**config.mk**
```make
export PLATFORM = sky130hd
export DESIGN_NAME = mem_port_arbiter
export DESIGN_NICKNAME = d
export VERILOG_FILES = /design/src/rtl/toothless_pkg.sv /design/src/rtl/mem_arb_prio.sv /design/src/rtl/mem_port_arbiter.sv
export SDC_FILE = /design/constraint.sdc
export NUM_CORES = 1
export LEC_CHECK = 0
export BUFFER_PORTS_ARGS = -buffer_cell sky130_fd_sc_hd__buf_4
export CAP_MARGIN = 20
export CORE_AREA = 2 2 109 111
export DETAILED_ROUTE_END_ITERATION = 12
export DIE_AREA = 0 0 111 113
export PLACE_DENSITY = 0.59
export SLEW_MARGIN = 20
export SYNTH_ARGS = -nofsm -noshare
export SYNTH_HDL_FRONTEND = slang
export SYNTH_HIERARCHICAL = 1
export SYNTH_SLANG_ARGS = --single-unit
```
**constraint.sdc**
```tcl
create_clock -name clk -period 3.95 [get_ports clk]
set_input_delay 0.395 -clock clk [delete_from_list [all_inputs] [get_ports clk]]
set_output_delay 0.395 -clock clk [all_outputs]
set_load 0.02 [all_outputs]
```
**src/rtl/toothless_pkg.sv**
```systemverilog
// Shared types for the memory port arbiter: FSM state and transaction owner.
package toothless_pkg;

    typedef enum logic [1:0] {
        IDLE,
        WAIT_GNT,
        WAIT_RVALID
    } arb_state_e;

    typedef enum logic [1:0] {
        OWN_NONE,
        OWN_IF,
        OWN_LSU
    } arb_owner_e;

    localparam int STARVE_CNT_W = 4;

endpackage

```
**src/rtl/mem_arb_prio.sv**
```systemverilog
// LSU-first winner select with a starvation guard that hands the port to IF
// once it has watched STARVE_LIMIT consecutive LSU grants.
module mem_arb_prio
    import toothless_pkg::*;
#(
    parameter int STARVE_LIMIT = 4
) (
    input  logic clk,
    input  logic rst,
    input  logic if_req,
    input  logic lsu_req,
    input  logic if_gnt,
    input  logic lsu_gnt,
    output logic pick_if,
    output logic pick_lsu
);

    localparam logic [STARVE_CNT_W-1:0] LIMIT = STARVE_CNT_W'(STARVE_LIMIT);

    logic [STARVE_CNT_W-1:0] starve_cnt;
    logic                    if_starved;

    assign if_starved = if_req && (starve_cnt >= LIMIT);
    assign pick_lsu   = lsu_req && !if_starved;
    assign pick_if    = if_req && !pick_lsu;

    // Counts only LSU grants that IF actually had to watch; any idle IF cycle forgives.
    always_ff @(posedge clk) begin
        if (rst) begin
            starve_cnt <= '0;
        end else if (!if_req || if_gnt) begin
            starve_cnt <= '0;
        end else if (lsu_gnt && (starve_cnt < LIMIT)) begin
            starve_cnt <= starve_cnt + 1'b1;
        end
    end

endmodule

```
**src/rtl/mem_port_arbiter.sv**
```systemverilog
// Shares one single-port memory between instruction fetch and the LSU,
// one outstanding transaction at a time, responses routed to the owner only.
module mem_port_arbiter
    import toothless_pkg::*;
#(
    parameter int ADDR_WIDTH   = 32,
    parameter int DATA_WIDTH   = 32,
    parameter int STARVE_LIMIT = 4,
    localparam int BE_WIDTH    = DATA_WIDTH / 8
) (
    input  logic                  clk,
    input  logic                  rst,

    input  logic                  if_req_i,
    input  logic [ADDR_WIDTH-1:0] if_addr_i,
    output logic                  if_gnt_o,
    output logic                  if_rvalid_o,
    output logic [DATA_WIDTH-1:0] if_rdata_o,

    input  logic                  lsu_req_i,
    input  logic                  lsu_we_i,
    input  logic [BE_WIDTH-1:0]   lsu_be_i,
    input  logic [ADDR_WIDTH-1:0] lsu_addr_i,
    input  logic [DATA_WIDTH-1:0] lsu_wdata_i,
    output logic                  lsu_gnt_o,
    output logic                  lsu_rvalid_o,
    output logic [DATA_WIDTH-1:0] lsu_rdata_o,

    output logic                  mem_req_o,
    output logic                  mem_we_o,
    output logic [BE_WIDTH-1:0]   mem_be_o,
    output logic [ADDR_WIDTH-1:0] mem_addr_o,
    output logic [DATA_WIDTH-1:0] mem_wdata_o,
    input  logic                  mem_gnt_i,
    input  logic                  mem_rvalid_i,
    input  logic [DATA_WIDTH-1:0] mem_rdata_i,

    output logic                  busy_o,
    output logic                  protocol_err_o
);

    arb_state_e state, state_d;
    arb_owner_e owner, owner_d;
    arb_owner_e sel;
    logic       pick_if, pick_lsu;
    logic       if_gnt, lsu_gnt, rsp_valid;

    mem_arb_prio #(
        .STARVE_LIMIT (STARVE_LIMIT)
    ) u_prio (
        .clk      (clk),
        .rst      (rst),
        .if_req   (if_req_i),
        .lsu_req  (lsu_req_i),
        .if_gnt   (if_gnt),
        .lsu_gnt  (lsu_gnt),
        .pick_if  (pick_if),
        .pick_lsu (pick_lsu)
    );

    always_ff @(posedge clk) begin
        if (rst) begin
            state          <= IDLE;
            owner          <= OWN_NONE;
            protocol_err_o <= 1'b0;
        end else begin
            state <= state_d;
            owner <= owner_d;
            if (mem_rvalid_i && (state != WAIT_RVALID)) begin
                protocol_err_o <= 1'b1;
            end
        end
    end

    always_comb begin
        state_d = state;
        owner_d = owner;
        case (state)
            IDLE: begin
                if (pick_if || pick_lsu) begin
                    owner_d = pick_lsu ? OWN_LSU : OWN_IF;
                    state_d = mem_gnt_i ? WAIT_RVALID : WAIT_GNT;
                end
            end
            WAIT_GNT: begin
                if (mem_gnt_i) state_d = WAIT_RVALID;
            end
            WAIT_RVALID: begin
                if (mem_rvalid_i) begin
                    state_d = IDLE;
                    owner_d = OWN_NONE;
                end
            end
            default: begin
                state_d = IDLE;
                owner_d = OWN_NONE;
            end
        endcase
    end

    // IDLE arbitrates live; WAIT_GNT replays the locked owner's current attributes.
    always_comb begin
        sel = OWN_NONE;
        case (state)
            IDLE:     sel = pick_lsu ? OWN_LSU : (pick_if ? OWN_IF : OWN_NONE);
            WAIT_GNT: sel = owner;
            default:  sel = OWN_NONE;
        endcase

        mem_req_o   = 1'b0;
        mem_we_o    = 1'b0;
        mem_be_o    = '0;
        mem_addr_o  = '0;
        mem_wdata_o = '0;
        case (sel)
            OWN_LSU: begin
                mem_req_o   = 1'b1;
                mem_we_o    = lsu_we_i;
                mem_be_o    = lsu_be_i;
                mem_addr_o  = lsu_addr_i;
                mem_wdata_o = lsu_wdata_i;
            end
            OWN_IF: begin
                mem_req_o   = 1'b1;
                mem_be_o    = '1;
                mem_addr_o  = if_addr_i;
            end
            default: ;
        endcase

        if_gnt       = (sel == OWN_IF) && mem_gnt_i;
        lsu_gnt      = (sel == OWN_LSU) && mem_gnt_i;
        rsp_valid    = (state == WAIT_RVALID) && mem_rvalid_i;
        if_rvalid_o  = rsp_valid && (owner == OWN_IF);
        lsu_rvalid_o = rsp_valid && (owner == OWN_LSU);
        if_rdata_o   = if_rvalid_o ? mem_rdata_i : '0;
        lsu_rdata_o  = lsu_rvalid_o ? mem_rdata_i : '0;
        busy_o       = (state != IDLE);
    end

    assign if_gnt_o  = if_gnt;
    assign lsu_gnt_o = lsu_gnt;

endmodule

```
==> results summary <==
The run finished with clean final reports. In this run the remaining antenna-violating nets after routing total 0. The synthesis-to-finish area growth is 132%. The layout has ~1,200 filler cells. Setup repair after global routing left no endpoint under its margin. The starting DRC count in detailed routing is between 100 and 150.

The max-slew violation total from the final report came to 0. The startpoint kind of the worst setup timing path is a flip-flop. The via count is approximately 2,700. The clock slew at the register clock pins of the worst setup and hold paths is about 40 ps. The number of storage elements in the synthesis netlist is 9. The total area inside the core boundary comes to around 0.011 mm^2.

In this run the worst path has a maximum fanout of between 40 and 50. The first global-routing pass estimated between 10 and 15 mm of wire. Traced cell by cell, the critical path runs through o21ai_1 > a21boi_0 > or3b_2 > a21o_1 > ha_2 > buf_4 > a22oi_1 > nor2_1 > buf_4. The maximum buffer depth of the clock tree is 2. The number of antenna violations at the first check in global routing is 0. The detail-routed net length per standard cell came out at 14.8 um. The boundary pin count is 279.

The delay of the slowest critical-path stage is roughly 480 ps. The full die area came out at about 0.013 mm^2. After synthesis, the largest family of logic cells by area is simple AND/OR/NAND/NOR gates. The cell taking the most area after synthesis is and2_1.

The data arrival at the endpoint of the critical path is ~3000 ps. The pin count of the biggest net entering global routing is between 40 and 50. The number of buffers and inverters on the critical path is 2. The DRC violation count after routing is 0. The total wire length is between 9 and 10 mm. The post-route setup TNS is 0 ps. The number of synthesized flops with an enable pin is 0. The number of different library cells used by synthesis comes to 34. The synthesized-area fraction occupied by adder cells is approximately 2.2%. The share of final-layout standard cells stronger than drive strength 1 came out at between 50% and 60%. The area share of and/or/nand/nor cells after synthesis came out at 58.4%. TritonCTS built the clock tree. When the netlist entered floorplanning its net count stood at 394. The vias per cell came out at 4.15. In the synthesized netlist, the number of instances is between 200 and 300. The number of nets in the finished design came out at 656. The height of the die is around 110 um. The initial core utilization is 15.1%. The total leakage power is ~2.2 nW.

Among all stages on the critical path, the largest delay is contributed by or3b_2. The setup path with the least slack is of type flip-flop to output port. The final setup violation count came out at 0. In the synthesized netlist the dominant register cell turns out to be dfxtp_1. The post-cts repair resize count is 0. The post-synthesis async set-or-reset flop share came out at 0%. Yosys attributes the largest share of cell area to and2_1 37%, a22oi_1 14%, dfxtp_1 11%. The combined area of all synthesized cells came out at ~0.0017 mm^2. The share of the synthesized area in compound gates (AO/OA/AOI/OAI) is 19.0%.

Dividing the synthesized area by the synthesized cell count gives 6.74 um^2. The worst-case headroom to the max-slew limit is around 40%. The most numerous cell type found on the critical path is buf_4. The number of endpoints with negative hold slack in the final report came to 0. For the final database, setup skew stands at ~1.5 ps. The xor and xnor area share after synthesis is 0%. Hold repair after CTS inserted 0 buffers. The multi-input combinational cells in the finished layout cover a total of between 0.001 and 0.0015 mm^2. The worst setup path is captured at an output port.

The area used by sequential logic in the layout is 180 um^2. For the pin with the worst max-slew slack, the measured transition is 900 ps. Row generation in the floorplan step produced 39 rows. The final clock period utilization by the worst path is 85.0%. The routability congestion estimate from global placement is between 0.8 and 0.9.

The smallest clock period supported by the final layout is computed as about 3400 ps. The share of the synthesized area in the top cell type is a little under two fifths. The required time at the worst-slack endpoint came out at about 3600 ps. The clock insertion delay at the later pin of the skew report came out at ~230 ps. Clock tree synthesis inserted a total of 3 buffers. The total power density per cell area came out at roughly 180 mW/mm^2. The via count of the first global-routing pass is ~2,700.

The cell sitting at the root of the clock tree is a clkbuf_16. In this run the tool buffered the top-level ports with between 200 and 300 buffer cells. The cell family contributing the most delay on the critical path is compound AO/OA/AOI/OAI gates. The min-delay analysis places its worst path in the category input port to flip-flop. Of the synthesized area, sequential elements account for between 10% and 20%. The yosys synthesis warning count came out at 6. The detailed placement HPWL is 8.59 mm. The maximum clock frequency came out at 0.298 GHz. The clock drives 9 sinks. The width of the die came out at about 110 um. IR analysis of the VDD net gives a maximum drop of between 0.0001 and 0.00015 V. The total of max-cap violations came out at 0.

The antenna diode instance count is 0. Global routing used approximately 14% of the available tracks. Of the post-synthesis cell area, the part taken by muxes is about 1.9%. The number of detailed-routing iterations run before antenna repair came out at 4. The number of setup buffers added after CTS came out at 0. The maximum level of the CTS H-tree came out at 1. The worst hold-check slack is between 300 and 400 ps. The total congestion overflow is 0.
[state kept, by name, indices dropped and copies added, names as in the netlist]
register / flops
protocol_err_o: 1
owner: 2
state: 2
u_prio/starve_cnt: 4
[cells by family after synthesis]
logic type      count (synthesis)
fa+ha+maj                       3
mux                             3
simple gates                  165
buf+inv                        27
compound gates                 45
flops                           9
[power by group]
group	total [mW]	leakage, nW	switching (mW)	internal [mW]
Clock	0.176	0.0382	0.0411	0.135
Sequential	0.102	0.0736	0.00690	0.0955
Combinational	0.414	2.04	0.207	0.207
[worst reg2reg max path, stage by stage, from the launching register on]
cell and delay, ps:
dfxtp_1 370, o21ai_1 90, a21boi_0 360, or3b_2 480
a21o_1 210, inv_1 60, ha_1 130, buf_4 330
and2_1 310, and4bb_1 220, mux2_2 260
[cells in the final DEF, fill, tap and decap left out, types with 4 or more instances in the layout]
master,instances
nor2_1,42
buf_4,280
dfxtp_1,9
a21oi_1,5
and2_1,100
inv_1,4
a22oi_1,32
[path summary, 6_finish.rpt]
kind	startpoint	end	slack, ps	depth (start not counted)
max reg2reg	u_prio/starve_cnt[2]	u_prio/starve_cnt[1]	1020	10
max	u_prio/starve_cnt[2]	mem_addr_o[25]	590	9
min	mem_gnt_i	state[0]	370	2
min reg2reg	protocol_err_o	protocol_err_o	480	2
[Yosys cell counts (2+ instances only)]
library cell,instances
nand2b_1,3
nor3b_4,2
inv_1,4
a21o_1,3
a21oi_1,5
dfxtp_1,9
nand3b_1,3
nand2_1,3
mux2_2,2
a31oi_1,2
buf_2,4
nor2_1,42
ha_1,3
clkbuf_1,14
and2_1,100
a22oi_1,32
and4bb_1,2
buf_6,3
[per-stage QoR]
step	cell area, um^2	util [%]	power, mW	setup WS [ps]	cells
6_report	3940	35.0	0.692	591	656
5_1_grt	3940	35.0	0.733	369	656
3_5_place_dp	3860	34.3	0.522	723	652
4_1_cts	3940	35.0	0.700	608	656
2_1_floorplan	1700	-	0.292	1010	252
3_3_place_gp	3860	34.3	0.518	819	652
[per-layer routing]
metal	track usage [%]	vias to the layer above	share of wire, %
met1	14.2	1174	34
met3	5.14	4	12
met2	28.5	183	54
li1	-	1362	-
met4	1.33	0	0.50
met5	0	-	0
[area by class of cell]
cell class | count | area share, %
clock buffers | 4 | 2.00
inverters | 4 | 0.381
multi-input cells | 216 | 35.2
flip-flops and latches | 9 | 4.57
well taps | 143 | 4.54
repair buffers | 280 | 53.3
Power figures use the tool's default switching activity.
